`src/rtl/wptr_burst_ctrl.sv`:
```
// Write-side pointer/level tracker for an async FIFO; all-or-nothing bursts of up to MAX_BURST entries per cycle.
// wack is combinational in the request cycle; pointers, level and flags register on the next wclk edge.
module wptr_burst_ctrl #(
   parameter  int ADDR_WIDTH = 4,
   parameter  int MAX_BURST  = 4,
   localparam int DEPTH      = 1 << ADDR_WIDTH,
   localparam int CW         = $clog2(MAX_BURST + 1),
   localparam int PW         = ADDR_WIDTH + 1
) (
   input  logic                  wclk,
   input  logic                  wrst,
   input  logic [CW-1:0]         wreq_cnt,
   input  logic [PW-1:0]         rptr_gray_sync,
   input  logic [PW-1:0]         afull_thresh,
   input  logic                  ovf_clr,
   output logic                  wack,
   output logic [ADDR_WIDTH-1:0] waddr,
   output logic [PW-1:0]         wptr,
   output logic [PW-1:0]         wptr_gray,
   output logic [PW-1:0]         wlevel,
   output logic                  wfull,
   output logic                  walmost_full,
   output logic                  woverflow
);

   localparam int SW = PW + 1;

   logic [PW-1:0] wbin_q, wbin_d;
   logic [PW-1:0] wptr_gray_q, wptr_gray_d;
   logic [PW-1:0] wlevel_q, wlevel_d;
   logic          wfull_q, wfull_d;
   logic          walmost_full_q, walmost_full_d;
   logic          woverflow_q, woverflow_d;

   logic [PW-1:0] rbin;
   logic [PW-1:0] level;
   logic [PW-1:0] level_next;
   logic [SW-1:0] fill_after;
   logic          req_vld;
   logic          cnt_legal;

   always_comb begin
      rbin = '0;
      for (int i = 0; i < PW; i++) begin
         rbin[i] = ^(rptr_gray_sync >> i);
      end
   end

   // level + cnt <= DEPTH is the space check; the extra bit keeps it from wrapping.
   assign level      = wbin_q - rbin;
   assign fill_after = SW'(level) + SW'(wreq_cnt);
   assign req_vld    = (wreq_cnt != '0);
   assign cnt_legal  = (wreq_cnt <= CW'(MAX_BURST));
   assign wack       = !wrst && req_vld && cnt_legal && (fill_after <= SW'(DEPTH));

   always_comb begin
      wbin_d      = wbin_q + (wack ? PW'(wreq_cnt) : '0);
      wptr_gray_d = wbin_d ^ (wbin_d >> 1);
      level_next  = wbin_d - rbin;
      wlevel_d    = level_next;
      wfull_d     = (level_next == PW'(DEPTH));
      if (afull_thresh == '0) begin
         walmost_full_d = 1'b1;
      end else if (afull_thresh > PW'(DEPTH)) begin
         walmost_full_d = 1'b0;
      end else begin
         walmost_full_d = (level_next >= afull_thresh);
      end
      // A new rejection outranks a clear in the same cycle.
      if (req_vld && !wack) begin
         woverflow_d = 1'b1;
      end else if (ovf_clr) begin
         woverflow_d = 1'b0;
      end else begin
         woverflow_d = woverflow_q;
      end
   end

   always_ff @(posedge wclk or posedge wrst) begin
      if (wrst) begin
         wbin_q         <= '0;
         wptr_gray_q    <= '0;
         wlevel_q       <= '0;
         wfull_q        <= 1'b0;
         walmost_full_q <= 1'b0;
         woverflow_q    <= 1'b0;
      end else begin
         wbin_q         <= wbin_d;
         wptr_gray_q    <= wptr_gray_d;
         wlevel_q       <= wlevel_d;
         wfull_q        <= wfull_d;
         walmost_full_q <= walmost_full_d;
         woverflow_q    <= woverflow_d;
      end
   end

   assign waddr        = wbin_q[ADDR_WIDTH-1:0];
   assign wptr         = wbin_q;
   assign wptr_gray    = wptr_gray_q;
   assign wlevel       = wlevel_q;
   assign wfull        = wfull_q;
   assign walmost_full = walmost_full_q;
   assign woverflow    = woverflow_q;

endmodule

```
`config.mk`:
```
export PLATFORM = sky130hd
export DESIGN_NAME = wptr_burst_ctrl
export DESIGN_NICKNAME = d
export VERILOG_FILES = /design/src/rtl/wptr_burst_ctrl.sv
export SDC_FILE = /design/constraint.sdc
export NUM_CORES = 1
export LEC_CHECK = 0
export CAP_MARGIN = 30
export CORE_AREA = 8 8 62 64
export CTS_CLUSTER_DIAMETER = 30
export DETAILED_ROUTE_END_ITERATION = 10
export DIE_AREA = 0 0 70 72
export GPL_ROUTABILITY_DRIVEN = 0
export PLACE_DENSITY = 0.88
export SYNTH_ARGS = -nofsm -noshare
export SYNTH_HDL_FRONTEND = slang
export SYNTH_SLANG_ARGS = --single-unit
export TNS_END_PERCENT = 50
```
`constraint.sdc`:
```
create_clock -name wclk -period 9.5 [get_ports wclk]
set_input_delay 1.9 -clock wclk [delete_from_list [all_inputs] [get_ports wclk]]
set_output_delay 1.9 -clock wclk [all_outputs]
set_load 0.01 [all_outputs]
```
## Word-level counts from Yosys, hierarchy flattened

Cells that the tools add are included.

- Flip-flop bits (word level): 18
- Bits in read-only memories: 0
- Bits in writable memories: 0
- Bits in latches: 0
- Memories kept: 0

- Divide/modulo/power cells: 0
- Add/subtract/negate cells: 4
- Shifts and indexed selects: 0
- $lt $le $gt $ge: 4
- Bitwise gates (word level): 1
- Multiplexer cells: 5
- Reduce and logical (&&, ||, !) cells: 14
- Equal/unequal tests: 1
- Multiply operators: 0

Operator list:

| kind | count |
|---|---|
| 5-bit XOR reduction | 5 |
| 5-bit subtractor | 2 |
| 5-bit by 3-bit adder with 6-bit output | 1 |
| 6-bit by 5-bit less-or-equal comparator with 1-bit output (second input constant) | 1 |
| 5-bit by 3-bit adder with 5-bit output | 1 |
| 5-bit equality test (second input constant) | 1 |
| 5-bit >= comparator | 1 |
| 5-bit > comparator (second input constant) | 1 |
| 5-bit logical NOT | 1 |
| 5-bit by 4-bit XOR with 5-bit output | 1 |
| 1-bit logical AND | 4 |
| 1-bit 2-to-1 mux | 4 |
| 3-bit less-or-equal comparator (second input constant) | 1 |
| 3-bit 2-to-1 mux | 1 |
| 3-bit nonzero test | 1 |
| 1-bit logical NOT | 2 |
| 2-bit nonzero test | 1 |

## Longest topological paths before layout

- Depth in word-level cells: 11
- Mapped depth: 27
- Mapped depth without buffers: 27

## Worst setup path before layout

No wires, ideal clock.

- Kind: input-to-reg
- From: in rptr_gray_sync[3]
- To: reg walmost_full_q (netlist: walmost_full)
- Setup time: 131 ps
- Cell stages on the path: 25
- Arrival: 7991 ps
- Buffers on the path: 0
- Setup slack: 1378 ps
- Cell sequence: xnor2_1 -> xor2_1 -> xor2_1 -> xnor2_1 -> ha_1 -> inv_1 -> fa_1 -> inv_1 -> fa_1 -> xor2_1 -> nand3b_1 -> a211o_1 -> o31a_2 -> a2111oi_4 -> and2_1 -> ha_1 -> fa_1 -> fa_1 -> a21o_1 -> a21oi_1 -> xnor2_1 -> xor2_1 -> ha_1 -> a21o_1 -> maj3_1

- Longest elaborated chain between the ends: 11
- Elaborated cells between the ends (all ways): 14
- Those cells by class: add/sub: 4; order compare: 2; mux: 3; reduce/logical: 5

RTL lines:

| element | line | RTL |
|---|---|---|
| start, declared | 13 | `input logic [PW-1:0] rptr_gray_sync,` |
| 5-bit XOR reduction | 45 | `rbin[i] = ^(rptr_gray_sync >> i);` |
| 5-bit subtractor * | 50 | `assign level = wbin_q - rbin;` |
| 5-bit by 3-bit adder with 6-bit output * | 51 | `assign fill_after = SW'(level) + SW'(wreq_cnt);` |
| 6-bit by 5-bit less-or-equal comparator with 1-bit output * | 54 | `assign wack = !wrst && req_vld && cnt_legal && (fill_after <= SW'(DEPTH));` |
| 1-bit logical AND * | 54 |  |
| named net wack | 16 | `output logic wack,` |
| 3-bit 2-to-1 mux * | 57 | `wbin_d = wbin_q + (wack ? PW'(wreq_cnt) : '0);` |
| 5-bit by 3-bit adder with 5-bit output * | 57 |  |
| named net wbin_d[1] | 28 | `logic [PW-1:0] wbin_q, wbin_d;` |
| 5-bit subtractor * | 59 | `level_next = wbin_d - rbin;` |
| named net level_next[4] | 37 | `logic [PW-1:0] level_next;` |
| 5-bit >= comparator * | 67 | `walmost_full_d = (level_next >= afull_thresh);` |
| 1-bit 2-to-1 mux * | 64 | `end else if (afull_thresh > PW'(DEPTH)) begin` |
| 1-bit 2-to-1 mux * | 62 | `if (afull_thresh == '0) begin` |
| named net walmost_full_d | 32 | `logic walmost_full_q, walmost_full_d;` |
| end signal, assigned | 92 | `walmost_full_q <= walmost_full_d;` |
| end, declared | 32 |  |

Mark *: on every way through the listed nets, which the timed path passes. The rest lies on a longest branch.
A chain may end at the register's enable or synchronous reset.

## Worst setup path after layout

- From: in rptr_gray_sync[4]
- To: reg walmost_full_q (netlist: walmost_full)

- Longest elaborated chain between the ends: 11
- Elaborated cells between the ends (all ways): 15
- Those cells by class: add/sub: 4; order compare: 2; mux: 3; reduce/logical: 6

RTL lines:

| element | line |
|---|---|
| 5-bit XOR reduction | 45 |
| 5-bit subtractor * | 50 |
| 5-bit by 3-bit adder with 6-bit output * | 51 |
| 6-bit by 5-bit less-or-equal comparator with 1-bit output * | 54 |
| 1-bit logical AND * | 54 |
| 3-bit 2-to-1 mux * | 57 |
| 5-bit by 3-bit adder with 5-bit output * | 57 |
| named net wbin_d[1] | 28 |
| 5-bit subtractor * | 59 |
| named net level_next[4] | 37 |
| 5-bit >= comparator * | 67 |
| 1-bit 2-to-1 mux * | 64 |
| 1-bit 2-to-1 mux * | 62 |
| named net walmost_full_d | 32 |

Marks and branches as above.

==> out/metrics.cfg <==
[run_status]
status=completed

[setup_path]
cp.required_ns=9.67
critPathCaptureType=flip-flop
worstPathMaxFanout=5
critical_path_class=in2reg
cp.arrival_ns=8.83
cp-start-kind=input port

[clock_tree]
postCtsHoldBufs=0
insertion_delay_ns=0.29
cts_sinks=17
clock_path_buffers=2
cts_root_buffer=clkbuf_4
cts_resized=0
tritoncts=built
cts_htree_levels=1
clk_pin_slew_ns=0.10
cts_made_buffers=3
post_cts_buffers=0

[placed_design]
place_area_um2=1702
numPortBuffers=38
place_hpwl_um=2543

[grt]
grt_first_pass_wirelength_um=5154
grt_max_degree=18
grt-ovfl-total=0
antenna_found_initial=0
grt_util_all_layers_pct=12.18
grt_pass1_vias=1105

[power]
internal-power_mw=0.4154
switching_power_mw=0.3141
ir_drop_mv=0.3014
swShare_pct=43.06
cellPowerDensity_nw_per_um2=422.2
comb_power_share_pct=76.2
clockPowerShare_pct=5.2
p_leak_nw=0.8236
seq_power_share_pct=18.6

[synth]
synth.distinct_cells=30
synth_nets=162
syn_inst=122
ys_warn_count=0
synthesis.area_um2=1310
seq_area_frac_synth_pct=32.47
ys_seq_elements=17
post_synth.cell_area_avg_um2=10.74

[finish]
seq_area_um2=425.4
area_growth_pct=31.90
design_area_um2=1728
fill_cells=260
layout-drive-gt1-share_pct=5.000
num_antenna_cells=0
nets=201
multi_input_area_um2=783.3

[detailed_routing]
drt_iter0_markers=15
wire_per_inst_um=15.18
vias=977
drtAntennaViolNets=0
dr.pass1.iters=4
route.detailed.drc=0
totalWireLength_um=2929
vias_per_cell=5.062

[hold_path]
hold_class=reg2reg

[floorplanning]
initial_core_util_pct=45.13
coreArea_um2=2903
die-area_um2=5040
rows=20
ios=39
die_w_um=70
dieHeight_um=72

[timing]
clock.fmax_mhz=115.5
rsz0062_at_grt=no
worst_pin_slew_ns=0.6491
relSlewSlack_pct=56.68
finalCritPeriodShare_pct=91.13
finalHoldViolCount=0
drv_slew=0
period_needed_ns=8.657
finalClockSkew_ns=0.006948
fin_tns_setup_ns=0
setup_violations=0

[flow_run]
drv_cap=0

==> cells by family (layout without fill, tap and decap cells) <==
group | Yosys count | in the layout | synth area share [%]
adders and majority gates | 25 | 25 | 25.98
AOI/OAI and AO/OA | 24 | 24 | 13.94
DFF | 17 | 17 | 32.47
buffers and inverters | 22 | 60 | 7.737
and+or+nand+nor | 15 | 15 | 7.163
xor gates and xnor gates | 19 | 19 | 12.70
==> power by group through the flow <==
stage / registers [mW] / logic [mW] / clock network, mW
floorplan: 0.152 / 0.368 / 0
global placement: 0.136 / 0.532 / 0
detailed placement: 0.138 / 0.560 / 0
CTS: 0.137 / 0.563 / 0.0401
global route: 0.141 / 0.621 / 0.0428
finish: 0.136 / 0.556 / 0.0378
==> placed cells by master (no fill, tap or decap), drive strengths merged, types with 2 or more instances in the layout <==
cell type / count
clkdlybuf4s50: 38
ha: 20
inv: 17
dfrtp: 17
xnor2: 11
a21o: 9
xor2: 8
a21oi: 7
fa: 4
clkbuf: 4
and2: 3
nor2b: 2
or3: 2
o21ai: 2
==> Yosys cell counts <==
| cell | n | area (um2) |
|---|---|---|
| a2111oi_4 | 1 | 27.53 |
| a211o_1 | 1 | 8.760 |
| a21o_1 | 7 | 52.55 |
| a21o_2 | 2 | 17.52 |
| a21oi_1 | 7 | 35.03 |
| and2_1 | 3 | 18.77 |
| and3b_1 | 1 | 8.760 |
| buf_4 | 5 | 37.54 |
| dfrtp_1 | 17 | 425.4 |
| fa_1 | 4 | 80.08 |
| ha_1 | 20 | 250.2 |
| inv_1 | 17 | 63.81 |
| maj3_1 | 1 | 10.01 |
| nand2_1 | 1 | 3.750 |
| nand2b_1 | 1 | 6.260 |
| nand3_1 | 1 | 5.000 |
| nand3b_1 | 1 | 7.510 |
| nor2b_1 | 2 | 12.51 |
| nor3_1 | 1 | 5.000 |
| nor3b_1 | 1 | 7.510 |
| nor4_1 | 1 | 6.260 |
| o211ai_1 | 1 | 7.510 |
| o21a_1 | 1 | 7.510 |
| o21ai_0 | 1 | 5.000 |
| o21ai_1 | 1 | 5.000 |
| o22ai_1 | 1 | 6.260 |
| o31a_2 | 1 | 10.01 |
| or3_1 | 2 | 12.51 |
| xnor2_1 | 11 | 96.34 |
| xor2_1 | 8 | 70.07 |
==> through the flow <==
step | total power [mW] | hold slack [ns] | instances | utilization, % | setup slack [ns]
global route | 0.8052 | 0.5785 | 193 | 59.53 | 0.4403
finish | 0.7295 | 0.5578 | 193 | 59.53 | 0.8427
detailed placement | 0.6980 | 0.5439 | 189 | 58.62 | 0.4718
floorplan | 0.5199 | 0.5578 | 122 | - | 1.378
CTS | 0.7403 | 0.5575 | 193 | 59.53 | 0.7812
global placement | 0.6678 | 0.5180 | 189 | 58.62 | 0.7092
==> state kept, by name (all words and copies together) (netlist names) <==
name	cells
woverflow	1
wlevel	5
wptr_gray	4
wptr	5
wfull	1
walmost_full	1
==> worst max-delay path, cell delays in order <==
cell	delay (ns)
clkdlybuf4s50_1	0.49
xnor2_1	0.34
xor2_1	0.32
xor2_1	0.18
buf_4	0.16
xnor2_1	0.14
ha_1	0.21
inv_1	0.06
fa_1	0.52
inv_1	0.07
fa_1	0.43
xor2_1	0.16
nand3b_1	0.11
a211o_1	0.29
o31a_2	0.14
a2111oi_4	0.39
and2_1	0.20
ha_1	0.19
fa_1	0.53
fa_1	0.49
a21o_1	0.19
a21oi_1	0.16
xnor2_1	0.15
xor2_1	0.23
ha_1	0.28
a21o_1	0.16
maj3_1	0.36
==> layout make-up <==
class	count	share of cell area, %
multi-input cells	83	45.33
flip-flops and latches	17	24.62
repair buffers	39	22.45
inverters	17	3.693
well taps	33	2.390
clock buffers	4	1.521
==> worst paths after layout <==
check	from	end	slack, ns	depth (start not counted)
worst max-delay path	rptr_gray_sync[4]	walmost_full	0.84	27
worst min register to register	woverflow	woverflow	0.56	2
worst min-delay path	woverflow	woverflow	0.56	2
max in group asynchronous	wrst	wlevel[0]	6.98	2
worst max register to register	wptr[0]	walmost_full	3.65	22
min in group asynchronous	wrst	walmost_full	2.10	2
==> per-layer routing <==
metal	global-route usage, %	routed length, um	vias up
met2	22.44	1507	26
met3	5.321	185	0
met5	0	0	-
met4	1.786	0	0
met1	12.75	1235	466
li1	-	-	485
No activity file was read; power rests on OpenSTA's default activity.
